--- src/rtl/queue2_unpacker.sv ---
// queue2_unpacker: drains a two-entry look-ahead word queue and serialises each
// WIDTH-bit word into OUT_WIDTH-bit beats on a valid/ready stream. The second
// queue entry is loaded in the same cycle the head is popped, so consecutive
// words stream without a bubble.
module queue2_unpacker #(
   parameter int WIDTH     = 32,
   parameter int OUT_WIDTH = 8,
   parameter bit MSB_FIRST = 1'b1
) (
   input  logic                 i_clk,
   input  logic                 i_rst_n,
   input  logic [1:0]           i_q_vld,
   input  logic [WIDTH-1:0]     i_q_data1,
   input  logic [WIDTH-1:0]     i_q_data0,
   output logic                 o_q_rd,
   output logic                 o_valid,
   input  logic                 i_ready,
   output logic [OUT_WIDTH-1:0] o_data,
   output logic                 o_last,
   output logic                 o_busy
);

   localparam int              BEATS    = WIDTH / OUT_WIDTH;
   localparam int              CNT_W    = (BEATS > 1) ? $clog2(BEATS) : 1;
   localparam logic [CNT_W-1:0] LAST_CNT = CNT_W'(BEATS - 1);

   localparam logic [0:0] S_EMPTY = 1'b0;
   localparam logic [0:0] S_SEND  = 1'b1;

   // Reject word/beat geometries that cannot be split evenly.
   generate
      if ((OUT_WIDTH < 1) || (WIDTH < OUT_WIDTH) || ((WIDTH % OUT_WIDTH) != 0)) begin : g_width_check
         $error("queue2_unpacker: WIDTH must be a positive multiple of OUT_WIDTH");
      end
   endgenerate

   logic [0:0]           state;
   logic [CNT_W-1:0]     cnt;
   logic [WIDTH-1:0]     sh;
   logic [WIDTH-1:0]     sh_shifted;
   logic [OUT_WIDTH-1:0] beat;
   logic                 last_beat;
   logic                 xfer;

   assign o_valid   = (state == S_SEND);
   assign o_busy    = o_valid;
   assign last_beat = (cnt == LAST_CNT);
   assign o_last    = o_valid && last_beat;
   assign o_data    = o_valid ? beat : '0;
   assign xfer      = o_valid && i_ready;
   // The pop is gated by reset so a word caught mid-flight is never popped.
   assign o_q_rd    = i_rst_n && xfer && last_beat;

   // Select the emitting end of the shift register and its zero-filled successor.
   always_comb begin
      // NOTE: every always_comb output gets a default first so no path can infer a latch.
      beat       = '0;
      sh_shifted = '0;
      if (MSB_FIRST) begin
         beat       = sh[WIDTH-1 -: OUT_WIDTH];
         sh_shifted = sh << OUT_WIDTH;
      end else begin
         beat       = sh[OUT_WIDTH-1:0];
         sh_shifted = sh >> OUT_WIDTH;
      end
   end

   // Word load, beat shifting and the EMPTY/SEND sequencing.
   always_ff @(posedge i_clk) begin
      if (!i_rst_n) begin
         // NOTE: state is updated with <= only, so every register samples pre-edge values.
         state <= S_EMPTY;
         cnt   <= '0;
         // NOTE: sh is a single datapath register (not a memory array), cleared so no stale word leaks out.
         sh    <= '0;
      end else begin
         case (state)
            S_EMPTY: begin
               if (i_q_vld[0]) begin
                  sh    <= i_q_data0;
                  cnt   <= '0;
                  state <= S_SEND;
               end
            end
            default: begin
               if (xfer) begin
                  if (last_beat) begin
                     if (i_q_vld[1]) begin
                        sh  <= i_q_data1;
                        cnt <= '0;
                     end else begin
                        state <= S_EMPTY;
                     end
                  end else begin
                     sh  <= sh_shifted;
                     cnt <= cnt + CNT_W'(1);
                  end
               end
            end
         endcase
      end
   end

`ifndef SYNTHESIS
   // Protocol and structural invariants.
   a_pop_needs_head : assert property (@(posedge i_clk) disable iff (!i_rst_n) o_q_rd |-> i_q_vld[0]);
   a_valid_is_send  : assert property (@(posedge i_clk) disable iff (!i_rst_n) o_valid == (state == S_SEND));
   a_cnt_in_range   : assert property (@(posedge i_clk) disable iff (!i_rst_n) cnt <= LAST_CNT);
`endif

endmodule

--- config.mk ---
export PLATFORM = sky130hd
export DESIGN_NAME = queue2_unpacker
export DESIGN_NICKNAME = d
export VERILOG_FILES = /design/src/rtl/queue2_unpacker.sv
export SDC_FILE = /design/constraint.sdc
export NUM_CORES = 1
export LEC_CHECK = 0
export CAP_MARGIN = 40
export CORE_MARGIN = 5
export CORE_UTILIZATION = 40
export DETAILED_ROUTE_END_ITERATION = 10
export GPL_TIMING_DRIVEN = 0
export PLACE_DENSITY = 0.73
export SLEW_MARGIN = 5
export SYNTH_ARGS = -nofsm -noshare
export SYNTH_HDL_FRONTEND = slang
export SYNTH_SLANG_ARGS = --single-unit
--- constraint.sdc ---
create_clock -name i_clk -period 2.1 [get_ports i_clk]
set_input_delay 0.63 -clock i_clk [delete_from_list [all_inputs] [get_ports i_clk]]
set_output_delay 0.63 -clock i_clk [all_outputs]
set_load 0.02 [all_outputs]
==> flow_summary.json <==
{
  "status": "finished clean",
  "tritoncts": "done",
  "ys_seq_area_share_pct": 30.9,
  "grt-ovfl-total": 0,
  "htreeDepth": 2,
  "cts-buffers-inserted": 5,
  "synthAdderAreaFrac_pct": 1.10,
  "min_period_over_period_pct": 97.1,
  "min_path_type": "flop to flop",
  "ys_types": 30,
  "start_util_pct": 41.1,
  "synthMuxAreaShare_pct": 22.5,
  "instances_no_fill": 380,
  "ant_nets": 0,
  "post-dp-hpwl_microns": 4670,
  "cts_root_buf": "clkbuf_8",
  "crit_required_ns": 1.47,
  "layout_setup_ws_ns": 0.0602,
  "nNetsFinal": 378,
  "synth-simple-area-share_pct": 7.62,
  "critical_path_arrival_ns": 1.41,
  "dr.pass1.iters": 4,
  "core_area_sq_mm": 0.00551,
  "drive_above_1_share_pct": 23.7,
  "yosys_warnings": 0,
  "synth-seq-cells": 35,
  "port_buffers": 79,
  "grtUsageMet3_pct": 5.53,
  "synth_compound_area_share_pct": 27.7,
  "setup_viol": 0,
  "first_iter_violations": 84,
  "clk_path_buf_depth": 2,
  "p_leak_uw": 0.00120,
  "dp.cells": 373,
  "fmax_mhz": 490,
  "maxSlewViolCount": 0,
  "skew_ns": 0.00630,
  "n_antenna_cell": 0,
  "grt_pass1_vias": 2145,
  "slew-limit-headroom_pct": 66.8,
  "num_rows": 27,
  "viasPerCell": 5.46,
  "synthCells": 222,
  "regArea_sq_um": 703,
  "drc": 0,
  "max_cap_violations": 0,
  "detailedPlace.worstSlack_ns": -0.845,
  "globalplace.congestion": 0.772,
  "vdd_drop_max_v": 0.000252,
  "use_met2_pct": 26.3,
  "dieArea_sq_mm": 0.00727,
  "totalPowerFinal_uw": 1710,
  "syn_area_sq_mm": 0.00226,
  "rsz0062_at_grt": "no",
  "syn_to_final_growth_pct": 41.4,
  "start_kind": "input port",
  "pin_count": 81,
  "syn_avg_cell_area_sq_um": 10.2,
  "grt_pass1_wl_microns": 10300,
  "die_w_microns": 85.2,
  "clk_pin_slew_worst_paths_ns": 0.07,
  "clock_sinks": 35,
  "worstSetupPathType": "input port to primary output",
  "finalHoldViolCount": 0,
  "post_drt_wl_per_cell_microns": 16.5,
  "grt_busiest_layer": "met2",
  "grt_util_met1_pct": 23.3,
  "drt_wl_total_microns": 6270,
  "synth_nets": 293,
  "multi_input_area_sq_mm": 0.00134,
  "clk_latency_ns": 0.29,
  "dieHeight_microns": 85.2,
  "tightest_slew_ns": 0.498,
  "post-route-util_pct": 58.2,
  "cp_max_fo": 4,
  "synth_top_family_by_area": "compound AO/OA/AOI/OAI gates",
  "cp-end-kind": "primary output",
  "min_period_ns": 2.04,
  "synth_xor_area_share_pct": 0,
  "grt_usage_pct": 17.2,
  "p_per_area_mw_per_mm2": 534,
  "vias": 2073,
  "fillerInstances": 532,
  "grt_max_degree": 12,
  "antenna_found_initial": 0
}
==> metrics by stage <==
step	hold WS, ns	cell area [sq um]	TNS (ns)
CTS	0.507	3240	-0.000239
detailed placement	0.497	3150	-2.21
global route	0.530	3200	0
floorplan	0.472	2260	0
finish	0.500	3200	0
global placement	0.485	3150	-2.23
==> cells by family after synthesis <==
family	count (synthesis)
buf+inv	31
fa+ha+maj	2
flops	35
compound gates	80
simple gates	26
mux	48
==> synthesized netlist by cell type <==
cell type | n | area, sq um
nor2b_2 | 1 | 8.76
dfxtp_1 | 35 | 701
nand2b_1 | 2 | 12.5
nand2_2 | 1 | 6.26
mux2_2 | 24 | 270
o21ai_0 | 1 | 5.00
o31ai_2 | 3 | 37.5
nor2b_4 | 1 | 13.8
buf_4 | 7 | 52.6
clkbuf_1 | 8 | 30.0
clkinv_1 | 1 | 3.75
buf_6 | 11 | 124
o21ai_2 | 1 | 8.76
and2_2 | 1 | 7.51
and2_1 | 9 | 56.3
buf_2 | 3 | 15.0
nand3_1 | 1 | 5.00
nor2b_1 | 8 | 50.1
o31ai_1 | 21 | 158
ha_1 | 2 | 25.0
inv_1 | 1 | 3.75
a21oi_4 | 1 | 16.3
o211ai_1 | 2 | 15.0
or3_1 | 1 | 6.26
a211oi_1 | 16 | 120
o2111ai_1 | 24 | 210
a21oi_1 | 10 | 50.1
mux2i_1 | 24 | 240
and3_1 | 1 | 6.26
a31oi_1 | 1 | 6.26
==> power by group <==
group / switching [uW] / internal (uW)
Sequential: 26.4 / 716
Combinational: 184 / 248
Clock: 239 / 299
==> worst max-delay path, stage by stage <==
cell	delay (ns)
clkdlybuf4s15_1	0.22
and2_4	0.20
and3_1	0.20
buf_4	0.16
==> registers in the layout, indices dropped and copies added (netlist names) <==
register,count
sh,32
o_busy,1
cnt,2
==> routing by layer <==
layer | wire, microns | up-vias
met3 | 507 | 8
met2 | 2740 | 75
li1 | - | 1043
met4 | 65 | 0
met5 | 0 | -
met1 | 2960 | 947
==> cell type report <==
type	instances	share of cell area, %
tap	72	2.81
inverter	2	0.234
sequential	35	22.0
buffer	27	6.52
clock buffer	8	3.13
timing repair buffer	80	23.6
multi-input combinational	156	41.7
==> timing repair <==
action,4_1_cts,5_1_grt
pin swaps,1,1
resized for setup,31,10
setup endpoints to repair,10,10
buffers inserted,0,1
hold buffers,0,0
==> worst paths after layout <==
kind,slack [ns],to,depth (start not counted),startpoint
setup reg to reg,0.43,sh[15],6,cnt[1]
hold / removal,0.50,sh[18],2,sh[18]
hold reg to reg,0.50,sh[18],2,sh[18]
setup / recovery,0.06,o_q_rd,4,i_ready
==> placed cells by master, fill, tap and decap left out, types with 2 or more instances in the layout <==
cell type        count
a211oi_1            16
a21oi_1             10
and2_1               9
buf_2                3
buf_4                8
buf_6               10
clkbuf_1             8
clkbuf_2             7
clkbuf_4             2
clkbuf_8             7
clkdlybuf4s50_1     68
dfxtp_1             33
dfxtp_2              2
ha_1                 2
mux2_2              24
mux2i_1             24
nand2b_1             2
nor2b_1              8
o2111ai_1           24
o211ai_1             2
o31ai_1             21
o31ai_2              3
Power figures use the tool's default switching activity.
